===== config.mk =====
export PLATFORM = sky130hd
export DESIGN_NAME = float8_encoder_flat
export DESIGN_NICKNAME = d
export VERILOG_FILES = /design/src/rtl/float8_encoder_pkg.sv /design/src/rtl/float8_encoder_if.sv /design/src/rtl/float8_pack.sv /design/src/rtl/float8_encoder.sv /design/src/flat_wrapper.sv
export SDC_FILE = /design/constraint.sdc
export NUM_CORES = 1
export LEC_CHECK = 0
export ABC_CLOCK_PERIOD_IN_PS = 6900
export CORE_ASPECT_RATIO = 0.5
export CORE_MARGIN = 2
export CORE_UTILIZATION = 25
export DETAILED_ROUTE_END_ITERATION = 6
export PLACE_DENSITY = 0.54
export SLEW_MARGIN = 20
export SYNTH_ARGS = -nofsm -noshare
export SYNTH_HDL_FRONTEND = slang
export SYNTH_HIERARCHICAL = 1
export SYNTH_SLANG_ARGS = --single-unit

===== constraint.sdc =====
create_clock -name iClk -period 6.9 [get_ports iClk]
set_input_delay 1.38 -clock iClk [delete_from_list [all_inputs] [get_ports iClk]]
set_output_delay 1.38 -clock iClk [all_outputs]
set_load 0.01 [all_outputs]

===== src/rtl/float8_encoder_pkg.sv =====
`default_nettype none
// ============================================================================
// float8_encoder_pkg : Float8 field layout, exponent limits and encoder types
// Revision: 1.0
// ============================================================================
package float8_encoder_pkg;

  localparam int unsigned FIXED_W     = 16;
  localparam int unsigned F8_W        = 8;
  localparam int unsigned F8_SIGN_BIT = 7;
  localparam int unsigned F8_EXP_MSB  = 6;
  localparam int unsigned F8_EXP_LSB  = 3;
  localparam int unsigned F8_MANT_MSB = 2;
  localparam int unsigned F8_MANT_LSB = 0;
  localparam int unsigned F8_EXP_W    = 4;
  localparam int unsigned F8_MANT_W   = 3;

  // value = 1.mmm x 2^(E - EXP_BIAS); any word with [6:0] == 0 reads as zero
  localparam logic [F8_EXP_W-1:0] EXP_MAX  = 4'd15;
  localparam int unsigned         EXP_BIAS = 8;
  localparam logic [F8_W-1:0]     F8_ZERO  = 8'h00;

  typedef enum logic [1:0] {
    ST_IDLE = 2'd0,
    ST_NORM = 2'd1,
    ST_DONE = 2'd2
  } enc_state_e;

  typedef struct packed {
    logic                 sign;
    logic [F8_EXP_W-1:0]  exp;
    logic [F8_MANT_W-1:0] mant;
  } float8_t;

  // Two's-complement magnitude; 0x8000 maps onto itself as unsigned 32768.
  function automatic logic [FIXED_W-1:0] fixed_abs(input logic [FIXED_W-1:0] v);
    return v[FIXED_W-1] ? (~v + 16'd1) : v;
  endfunction

endpackage
`default_nettype wire


===== src/rtl/float8_encoder_if.sv =====
`default_nettype none
// ============================================================================
// float8_encoder_if : valid/ready operand and result channels of the encoder
// Revision: 1.0
// ============================================================================
interface float8_encoder_if;

  logic        iValid;
  logic        oReady;
  logic [15:0] iFixed;
  logic        oValid;
  logic        iReady;
  logic [7:0]  oNum;
  logic        oInexact;

  modport master (
    output iValid, iFixed, iReady,
    input  oReady, oValid, oNum, oInexact
  );

  modport slave (
    input  iValid, iFixed, iReady,
    output oReady, oValid, oNum, oInexact
  );

endinterface
`default_nettype wire


===== src/rtl/float8_pack.sv =====
`default_nettype none
// ============================================================================
// float8_pack : assembles {sign, exp, mant} from a normalised magnitude
// Revision: 1.0
// ============================================================================
module float8_pack
  import float8_encoder_pkg::*;
(
  input  logic                 i_sign,
  input  logic [F8_EXP_W-1:0]  i_exp,
  input  logic [14:0]          i_frac,
  output logic [F8_W-1:0]      o_num,
  output logic                 o_inexact
);

  float8_t w_word;
  logic    w_flush;

  always_comb begin
    w_word.sign = i_sign;
    w_word.exp  = i_exp;
    w_word.mant = i_frac[14:12];
    // Leading one at bit 0 yields exp 0 / mant 0, which would alias zero.
    w_flush     = ({w_word.exp, w_word.mant} == 7'd0);
    if (w_flush) begin
      o_num     = F8_ZERO;
      o_inexact = 1'b1;
    end else begin
      o_num     = w_word;
      o_inexact = |i_frac[11:0];
    end
  end

endmodule
`default_nettype wire


===== src/rtl/float8_encoder.sv =====
`default_nettype none
// ============================================================================
// float8_encoder : Q8.8 signed fixed point to Float8, one bit of normalise/cycle
// Revision: 1.0
// ============================================================================
module float8_encoder
  import float8_encoder_pkg::*;
(
  input  logic             iClk,
  input  logic             iRst_n,
  float8_encoder_if.slave  bus
);

  enc_state_e           state_q,   state_d;
  logic                 sign_q,    sign_d;
  logic [FIXED_W-1:0]   mag_q,     mag_d;
  logic [F8_EXP_W-1:0]  exp_q,     exp_d;
  logic                 valid_q,   valid_d;
  logic                 ready_q,   ready_d;
  logic [F8_W-1:0]      num_q,     num_d;
  logic                 inexact_q, inexact_d;

  logic [FIXED_W-1:0]   w_abs;
  logic                 w_accept;
  logic [F8_W-1:0]      w_pack_num;
  logic                 w_pack_inexact;

  assign w_abs    = fixed_abs(bus.iFixed);
  assign w_accept = bus.iValid && ready_q;

  float8_pack u_pack (
    .i_sign    (sign_q),
    .i_exp     (exp_q),
    .i_frac    (mag_q[14:0]),
    .o_num     (w_pack_num),
    .o_inexact (w_pack_inexact)
  );

  always_comb begin
    state_d   = state_q;
    sign_d    = sign_q;
    mag_d     = mag_q;
    exp_d     = exp_q;
    valid_d   = valid_q;
    ready_d   = ready_q;
    num_d     = num_q;
    inexact_d = inexact_q;
    case (state_q)
      ST_IDLE: begin
        if (w_accept) begin
          sign_d  = bus.iFixed[FIXED_W-1];
          mag_d   = w_abs;
          exp_d   = EXP_MAX;
          ready_d = 1'b0;
          if (w_abs == '0) begin
            sign_d    = 1'b0;
            num_d     = F8_ZERO;
            inexact_d = 1'b0;
            valid_d   = 1'b1;
            state_d   = ST_DONE;
          end else begin
            state_d = ST_NORM;
          end
        end
      end
      ST_NORM: begin
        // mag is nonzero here, so the leading one arrives before exp underflows
        if (mag_q[FIXED_W-1]) begin
          num_d     = w_pack_num;
          inexact_d = w_pack_inexact;
          valid_d   = 1'b1;
          state_d   = ST_DONE;
        end else begin
          mag_d = {mag_q[FIXED_W-2:0], 1'b0};
          exp_d = exp_q - 4'd1;
        end
      end
      ST_DONE: begin
        if (bus.iReady) begin
          valid_d = 1'b0;
          ready_d = 1'b1;
          state_d = ST_IDLE;
        end
      end
      default: begin
        valid_d = 1'b0;
        ready_d = 1'b1;
        state_d = ST_IDLE;
      end
    endcase
  end

  always_ff @(posedge iClk or negedge iRst_n) begin
    if (!iRst_n) begin
      state_q   <= ST_IDLE;
      sign_q    <= 1'b0;
      mag_q     <= '0;
      exp_q     <= '0;
      valid_q   <= 1'b0;
      ready_q   <= 1'b1;
      num_q     <= F8_ZERO;
      inexact_q <= 1'b0;
    end else begin
      state_q   <= state_d;
      sign_q    <= sign_d;
      mag_q     <= mag_d;
      exp_q     <= exp_d;
      valid_q   <= valid_d;
      ready_q   <= ready_d;
      num_q     <= num_d;
      inexact_q <= inexact_d;
    end
  end

  assign bus.oValid   = valid_q;
  assign bus.oReady   = ready_q;
  assign bus.oNum     = num_q;
  assign bus.oInexact = inexact_q;

endmodule
`default_nettype wire


===== src/flat_wrapper.sv =====
// flat-port wrapper written by rule: the top's interface ports become plain ports
module float8_encoder_flat import float8_encoder_pkg::*;
  (iClk, iRst_n, bus_iValid, bus_iFixed, bus_iReady, bus_oReady, bus_oValid, bus_oNum, bus_oInexact);
  float8_encoder_if bus_i ();
  input  logic iClk;
  input  logic iRst_n;
  input wire logic [$bits(bus_i.iValid)-1:0] bus_iValid;
  input wire logic [$bits(bus_i.iFixed)-1:0] bus_iFixed;
  input wire logic [$bits(bus_i.iReady)-1:0] bus_iReady;
  output wire logic [$bits(bus_i.oReady)-1:0] bus_oReady;
  output wire logic [$bits(bus_i.oValid)-1:0] bus_oValid;
  output wire logic [$bits(bus_i.oNum)-1:0] bus_oNum;
  output wire logic [$bits(bus_i.oInexact)-1:0] bus_oInexact;
  assign bus_i.iValid = bus_iValid;
  assign bus_i.iFixed = bus_iFixed;
  assign bus_i.iReady = bus_iReady;
  assign bus_oReady = bus_i.oReady;
  assign bus_oValid = bus_i.oValid;
  assign bus_oNum = bus_i.oNum;
  assign bus_oInexact = bus_i.oInexact;
  float8_encoder u_core (.iClk(iClk), .iRst_n(iRst_n), .bus(bus_i));
endmodule

# Word-level counts from Yosys, hierarchy flattened
# Index checks and enable logic that the tools add are counted.
[word_totals] regBits=34 input_bits=20 output_inout_bits=11 wordCells=64
[op_classes] addsub=2 eq_ne=7 muxes=31 n_bitwise=2 reduce_logical=13
[op_table] op="$mux W16" count=3
[op_table] op="$mux W8" count=4
[op_table] op="$pmux W16 S2" count=1
[op_table] op="$add A16 B1 Y16 const B" count=1
[op_table] op="$logic_not A16 Y1" count=1
[op_table] op="$not A16 Y16" count=1
[op_table] op="$pmux W8 S2" count=1
[op_table] op="$reduce_or A12 Y1" count=1
[op_table] op="$mux W1" count=11
[op_table] op="$reduce_and A3 Y1" count=3
[op_table] op="$mux W2" count=4
[op_table] op="$mux W4" count=2
[op_table] op="$pmux W4 S2" count=1
[op_table] op="$reduce_and A4 Y1" count=2
[op_table] op="$logic_not A7 Y1" count=1
[op_table] op="$ne A2 B1 Y1 const B" count=3
[op_table] op="$pmux W1 S3" count=2
[op_table] op="$pmux W2 S3" count=1
[op_table] op="$ne A2 B2 Y1 const B" count=2
[op_table] op="$reduce_and A2 Y1" count=2
[op_table] op="$sub A4 B1 Y4 const B" count=1
[op_table] op="$eq A2 B1 Y1 const B" count=1
[op_table] op="$eq A2 B2 Y1 const B" count=1
[op_table] op="$logic_not A2 Y1" count=1
[op_table] op="other kinds (4)" count=4

# Logic depth before layout (Yosys ltp)
# Gate-level depths: netlist (run 1).
[depth] depth_word=7 depth_mapped=10 ltp_nobuf=8

# Cells and area by module
# The synthesis (run 1) kept the hierarchy.
[modules_own_cells] module="float8_encoder" n_inst=1 cells_per_inst=219 area_per_inst_um2=1980.6 seq_area_each_um2=852.1
[modules_own_cells] module="float8_pack" n_inst=1 cells_per_inst=15 area_per_inst_um2=72.6 seq_area_each_um2=0.0

# Worst setup path after synthesis (run 1)
# OpenSTA, ideal clock, no wires.
[synth_timing] path_type="input port to flip-flop" startpoint="input port bus_iFixed[0]" endpoint="register u_core.state_q[1]" setup_time_ns=0.124 arrival_ns=3.507 required_ns=6.776 path_slack_ns=3.269 path_stages=10 path_buffers=2 path_cell_list="inv_1 > ha_1 > or4b_1 > buf_2 > or3_4 > mux2_4 > a32oi_2 > nor4_2 > buf_6 > a211o_1"
[synth_via] elab_chain_len=7
[synth_rtl] element="start, declared" line_no="flat_wrapper.sv:8" source="input wire logic [$bits(bus_i.iFixed)-1:0] bus_iFixed;"
[synth_rtl] element="$not A16 Y16" line_no="float8_encoder_pkg.sv:37" source="return v[FIXED_W-1] ? (~v + 16'd1) : v;"
[synth_rtl] element="$add A16 B1 Y16" line_no="float8_encoder_pkg.sv:37"
[synth_rtl] element="$mux W16 *" line_no="float8_encoder_pkg.sv:37"
[synth_rtl] element="$logic_not A16 Y1 *" line_no="float8_encoder.sv:55" source="if (w_abs == '0) begin"
[synth_rtl] element="$mux W2 *" line_no="float8_encoder.sv:55"
[synth_rtl] element="$mux W2 *" line_no="float8_encoder.sv:50" source="if (w_accept) begin"
[synth_rtl] element="$pmux W2 S3 *" line_no="float8_encoder.sv:48" source="case (state_q)"
[synth_rtl] element="end signal, assigned" line_no="float8_encoder.sv:104" source="state_q <= state_d;"
[synth_rtl] element="end, declared" line_no="float8_encoder.sv:14" source="enc_state_e state_q, state_d;"
# Every way passes the cells marked *; elsewhere a longest branch is shown, timed or not. The select of a mux whose other input is x is not followed.
# A chain may end at the register's enable or synchronous reset.

# Final worst setup path (run 1)
[layout_timing] startpoint="input port bus_iFixed[0]" endpoint="register u_core.num_q[6], in the netlist u_core/bus.oNum[6]"
[layout_via] elab_chain_len=6
[layout_rtl] element="$not A16 Y16" line_no="float8_encoder_pkg.sv:37"
[layout_rtl] element="$add A16 B1 Y16" line_no="float8_encoder_pkg.sv:37"
[layout_rtl] element="$mux W16 *" line_no="float8_encoder_pkg.sv:37"
[layout_rtl] element="$logic_not A16 Y1 *" line_no="float8_encoder.sv:55"
[layout_rtl] element="$ne A2 B1 Y1 (no line) *"
[layout_rtl] element="$reduce_and A4 Y1 (no line) *"
[layout_rtl] element="end signal, assigned" line_no="float8_encoder.sv:110" source="num_q <= num_d;"
[layout_rtl] element="end, declared" line_no="float8_encoder.sv:20" source="logic [F8_W-1:0] num_q, num_d;"
# Every way passes the cells marked *; elsewhere a longest branch is shown, timed or not.

==> impl_metrics.py, run 1 <==
metrics = {
    "drt": {
        "firstDrtPassIters": 4,
        "viasPerCell": 4.82,
        "drc": 0,
        "ant_nets": 0,
        "wirelength_um": 4970,
        "avgRoutedWirePerCell_um": 13.5,
        "num_vias": 1770,
        "drt_iter0_markers": 112,
    },
    "final_layout": {
        "antennaDiodeCount": 0,
        "final_cell_area_sq_mm": 0.00256,
        "drive_above_1_share": 0.0745,
        "fin_nets": 276,
        "post-route-util": 0.322,
        "n_fill_cell": 816,
        "syn2layout_area_growth_pct": 24.9,
    },
    "die": {
        "rows": 23,
        "dieArea_sq_mm": 0.00900,
        "core-area_sq_mm": 0.00797,
        "die_w_um": 132,
        "initial_core_util": 0.258,
        "io_pins": 31,
        "die-height_um": 68.1,
    },
    "power_and_ir_drop": {
        "seq_power_share": 0.436,
        "power.switching_mw": 0.277,
        "p_leak_nw": 1.01,
        "clockPowerShare": 0.250,
        "p_int_mw": 0.556,
        "ir_drop_uv": 97.0,
        "combPwrFrac": 0.315,
        "power_density_mw_per_mm2": 325,
        "p_total_mw": 0.833,
        "sw_frac_of_total": 0.333,
    },
    "synth": {
        "yosys.area.top_type": "dfrtp_1",
        "syn_area_per_cell_sq_um": 8.77,
        "yosysSeqAreaShare": 0.415,
        "synth_nets": 256,
        "yosysUniqueCellTypes": 52,
        "syn_inst": 234,
        "synth_xor_area_frac": 0.0512,
        "async_reset_ff_frac": 1.00,
        "synth_compound_area_frac": 0.202,
        "synth_top_family_by_area": "simple AND/OR/NAND/NOR gates",
        "synth-simple-area-share": 0.258,
        "synth.top_cell.area_share": 0.402,
        "synthTopCellsByCount": "dfrtp_1 (33), nand2_1 (33), o21ai_0 (24)",
        "synth_edf_count": 0,
        "ys_ff_latch": 34,
        "synth_area_sq_mm": 0.00205,
        "synth.mux.area_fraction": 0.0122,
        "synth_adder_area_share": 0.0122,
        "synth_flop_cell": "dfrtp_1",
        "synth.area.top_cells": "dfrtp_1 (40%), nand2_1 (6.0%), o21ai_0 (5.9%)",
        "yosys_warnings": 6,
    },
    "sta": {
        "slew_violations": 0,
        "setup_viol": 0,
        "rsz0062_at_grt": "no",
        "tightest_slew_ns": 0.931,
        "final_hold_viol_count": 0,
        "relSlewSlack": 0.374,
        "finalClockSkew_ns": 0.00362,
        "min_period_ns": 4.50,
        "fmax_mhz": 222,
        "fin_crit_sh": 0.652,
        "tns_ns": 0,
    },
    "setup_path": {
        "endpoint_kind": "flop",
        "critPathTopFamily": "simple AND/OR/NAND/NOR gates",
        "worstPathArrival_ns": 4.61,
        "crit_type": "in -> reg",
        "crit_buf_inv": 2,
        "crit_fanout": 11,
        "crit_path_start_kind": "primary input",
        "max_stage_delay_ns": 0.78,
        "worst_path_max_delay_cell": "nor4_2",
        "path_cells": "clkdlybuf4s50_1 > inv_1 > ha_1 > or4b_1 > o41ai_1 > xor2_1 > o31ai_1 > nor4_2 > o21ai_0",
        "crit_required_ns": 7.01,
    },
    "clocking": {
        "clk_pin_slew_worst_paths_ns": 0.05,
        "clk_latency_ns": 0.27,
        "cts_num_sinks": 34,
        "cts_setup_buffers": 0,
        "cts_root_buf": "clkbuf_16",
        "cts_inserted_buffers": 5,
        "htreeDepth": 2,
        "clk_path_buf_depth": 2,
        "cts_resized": 0,
        "cts_tree": "done",
        "cts_hold_buf": 0,
    },
    "placed_design": {
        "finalWeightedCongestion": 0.822,
        "hpwl_um": 3690,
        "placement.cell_area_sq_mm": 0.00243,
        "io_buffer_count": 30,
    },
    "grt": {
        "grt_overflow_total": 0,
        "grtUsageTotal": 0.118,
        "antenna_found_initial": 0,
        "grt_max_degree": 35,
        "grt_pass1_wl_um": 8510,
        "first_global_vias": 1774,
    },
    "worst_hold_path": {
        "hp-class": "reg -> reg",
    },
    "status": {
        "outcome": "finished, final reports clean",
    },
    "job": {
        "drv_cap": 0,
    },
}
## final cells by class
class / instances / area (sq um) / area share
repair buffers: 32 / 315 / 0.123
inverters: 6 / 22.5 / 0.00878
multi-input cells: 175 / 1100 / 0.428
well taps: 112 / 140 / 0.0546
clock buffers: 8 / 136 / 0.0532
flip-flops and latches: 34 / 852 / 0.332
## per-layer routing
| layer | global-route usage | up-vias | wire [um] |
|---|---|---|---|
| met5 | 0 | - | 0 |
| li1 | - | 888 | - |
| met4 | 0.0489 | 0 | 76 |
| met3 | 0.0274 | 6 | 237 |
| met1 | 0.145 | 836 | 2430 |
| met2 | 0.205 | 40 | 2220 |
## metrics by stage
stage / hold slack, ns / std cells / setup WS, ns
floorplan: 0.440 / 234 / 3.27
global placement: 0.458 / 359 / 2.31
detailed placement: 0.461 / 359 / 2.15
CTS: 0.472 / 367 / 2.45
global route: 0.487 / 367 / 2.09
finish: 0.466 / 367 / 2.40
## cell families (layout without fill, tap and decap cells)
family,Yosys count,after routing
flip-flops,34,34
buffers and inverters,25,46
AO/OA/AOI/OAI,63,63
XOR/XNOR,12,12
multiplexers,2,2
adder cells (fa/ha/maj),2,2
AND/OR/NAND/NOR,96,96
## worst paths after layout
| path | slack, ns | endpoint | cells past startpoint | start |
|---|---|---|---|---|
| max in group asynchronous | 5.06 | u_core/bus.oReady | 2 | iRst_n |
| worst min-delay path | 0.47 | u_core/sign_q | 2 | u_core/sign_q |
| worst max-delay path | 2.40 | u_core/bus.oNum[6] | 9 | bus_iFixed[0] |
| worst max register to register | 4.07 | u_core/bus.oNum[6] | 6 | u_core/state_q[0] |
| worst min register to register | 0.47 | u_core/sign_q | 2 | u_core/sign_q |
| min in group asynchronous | 1.50 | u_core/mag_q[3] | 2 | iRst_n |
## cells in the final DEF, fill, tap and decap left out, types with 6 or more instances in the layout
cell / count
a21oi_1: 7
a22oi_1: 12
clkdlybuf4s50_1: 30
dfrtp_1: 33
inv_1: 6
nand2_1: 33
nor2_1: 11
nor4_1: 10
o21ai_0: 24
xnor2_1: 6
xor2_1: 6
## registers in the layout (all words and copies together) (netlist names)
register / cells
u_core/sign_q: 1
u_core/bus.oNum: 8
u_core/exp_q: 4
u_core/state_q: 2
u_core/bus.oValid: 1
u_core/bus.oReady: 1
u_core/mag_q: 16
u_core/bus.oInexact: 1
## power groups by stage
stage	clock network, mW	registers (mW)	logic, mW
floorplan	0	0.352	0.156
global placement	0	0.362	0.259
detailed placement	0	0.364	0.264
CTS	0.213	0.362	0.265
global route	0.222	0.375	0.301
finish	0.208	0.363	0.262
## worst register-to-register path, stage by stage (launching register included)
cell and delay [ns]:
dfrtp_1 0.45, nand3b_1 0.23, or2_2 0.44, a2111oi_0 0.43, nand4_1 0.17, nor4_2 0.72, o21ai_0 0.23
Note: power is estimated with default switching activity, not from simulation.
==> run 2: changes to the inputs <==
ABC_CLOCK_PERIOD_IN_PS = 4450   (was 6900)
clock period = 4.45 ns   (was 6.9 ns; I/O delays follow)
==> run 2 against run 1 <==
Critical endpoint is now u_core/bus.oNum[5]. Highest routed layer unchanged. Sequential share of layout area decreased by 0.24 points. Sequential power increased by 55%. Utilization increased by 0.24 points. Critical path type unchanged.
==> impl_metrics.py, run 2 (synthesis results as in run 1) <==
metrics = {
    "status": {
        "outcome": "finished, final reports clean",
    },
    "setup_path": {
        "r2r-end": "u_core/bus.oNum[5]",
        "crit_required_ns": 4.60,
        "r2r_start": "u_core/state_q[0]",
        "endpoint_kind": "flop",
        "path_cells": "clkdlybuf4s50_1 > inv_1 > ha_1 > or4b_1 > o41ai_1 > xor2_1 > o31ai_1 > nor4_2 > buf_4 > o21ai_0",
        "crit_type": "in -> reg",
        "max_stage_delay_ns": 0.59,
        "rrSetupSlack_ns": 2.04,
        "crit_path_start_kind": "primary input",
        "crit_fanout": 11,
        "worst_path_max_delay_cell": "or4b_1",
        "critPathTopFamily": "simple AND/OR/NAND/NOR gates",
        "worst-r2r-cell-count": 7,
        "worstPathArrival_ns": 3.75,
        "crit_buf_inv": 3,
    },
    "die": {
        "rows": 23,
        "die-height_um": 68.1,
        "die_w_um": 132,
        "initial_core_util": 0.258,
        "io_pins": 31,
        "core-area_sq_mm": 0.00797,
        "dieArea_sq_mm": 0.00900,
    },
    "clocking": {
        "clk_latency_ns": 0.28,
        "htreeDepth": 2,
        "clk_pin_slew_worst_paths_ns": 0.05,
        "cts_setup_buffers": 0,
        "cts_tree": "done",
        "cts_hold_buf": 0,
        "cts_num_sinks": 34,
        "cts_inserted_buffers": 5,
        "clk_path_buf_depth": 2,
        "cts_resized": 0,
        "cts_root_buf": "clkbuf_16",
    },
    "grt": {
        "grt_overflow_total": 0,
        "first_global_vias": 1721,
        "antenna_found_initial": 0,
        "grt_max_degree": 35,
        "grt_pass1_wl_um": 8620,
        "grtUsageTotal": 0.121,
    },
    "power_and_ir_drop": {
        "power_density_mw_per_mm2": 506,
        "p_leak_nw": 1.03,
        "ir_drop_uv": 150,
    },
    "final_layout": {
        "n_fill_cell": 833,
        "antennaDiodeCount": 0,
        "syn2layout_area_growth_pct": 25.8,
        "regMostFlops": "u_core/mag_q",
        "drive_above_1_share": 0.0859,
        "layout_common_cells": "nand2_1 (33), dfrtp_1 (33), clkdlybuf4s50_1 (30)",
        "final_cell_area_sq_mm": 0.00258,
        "fin_nets": 277,
        "largest_reg_flops": 16,
        "stdcell_count": 368,
    },
    "sta": {
        "min_period_ns": 3.59,
        "setup_viol": 0,
        "tightest_slew_ns": 0.839,
        "relSlewSlack": 0.438,
        "rsz0062_at_grt": "no",
        "finalClockSkew_ns": 0.00439,
        "final_hold_viol_count": 0,
        "fmax_mhz": 278,
        "slew_violations": 0,
        "tns_ns": 0,
        "fin_crit_sh": 0.808,
    },
    "drt": {
        "wirelength_um": 4990,
        "drc": 0,
        "viasPerCell": 4.88,
        "ant_nets": 0,
        "avgRoutedWirePerCell_um": 13.6,
        "num_vias": 1796,
        "drt_iter0_markers": 157,
        "firstDrtPassIters": 5,
    },
    "worst_hold_path": {
        "hp-class": "reg -> reg",
        "worstHoldStart": "u_core/sign_q",
        "min_to": "u_core/sign_q",
        "whs_path_depth": 2,
    },
    "placed_design": {
        "dp.cells": 360,
        "io_buffer_count": 30,
        "finalWeightedCongestion": 0.796,
        "hpwl_um": 3660,
        "placement.cell_area_sq_mm": 0.00244,
    },
    "job": {
        "drv_cap": 0,
    },
}
## run 2: how the worst max path moves through the flow
stage,startpoint,endpoint,slack (ns),cells past startpoint
6_report,bus_iFixed[0],u_core/bus.oNum[5],0.86,10
5_1_grt,bus_iFixed[0],u_core/bus.oNum[6],0.57,10
4_1_cts,bus_iFixed[0],u_core/bus.oValid,0.90,10
3_5_place_dp,bus_iFixed[0],u_core/bus.oValid,0.61,10
3_3_place_gp,bus_iFixed[0],u_core/bus.oValid,0.70,10
2_1_floorplan,bus_iFixed[0],u_core/state_q[1],1.31,10
## run 2: routing by layer
layer,vias up,wire [um],track usage
met5,-,0,0
met4,0,85,0.0530
met3,9,327,0.0385
met2,56,2230,0.203
met1,837,2350,0.148
li1,894,-,-
## run 2: worst register-to-register path: cells and delay by family (launching register included)
kind	cells	cell delay [ns]
AOI/OAI and AO/OA	2	0.53
and+or+nand+nor	4	1.08
buffers and inverters	1	0.23
DFF	1	0.46
## run 2: layout make-up
class	count	area, sq um	share of cell area
clock inverters	1	5.00	0.00194
repair buffers	33	323	0.125
inverters	6	22.5	0.00872
multi-input cells	175	1100	0.425
well taps	112	140	0.0542
clock buffers	7	143	0.0552
flip-flops and latches	34	852	0.330
## run 2: power by group
part	total, mW	internal [mW]	switching (mW)
clock network	0.340	0.221	0.118
registers	0.561	0.443	0.118
logic	0.405	0.212	0.194
total	1.31	0.876	0.431
## run 2: metrics by stage
step	util	setup WS [ns]	hold WS, ns	power (mW)
4_1_cts	0.324	0.904	0.490	1.33
3_3_place_gp	0.306	0.696	0.481	0.967
3_5_place_dp	0.306	0.609	0.478	0.977
2_1_floorplan	-	1.31	0.440	0.788
5_1_grt	0.324	0.565	0.534	1.41
6_report	0.324	0.856	0.485	1.31
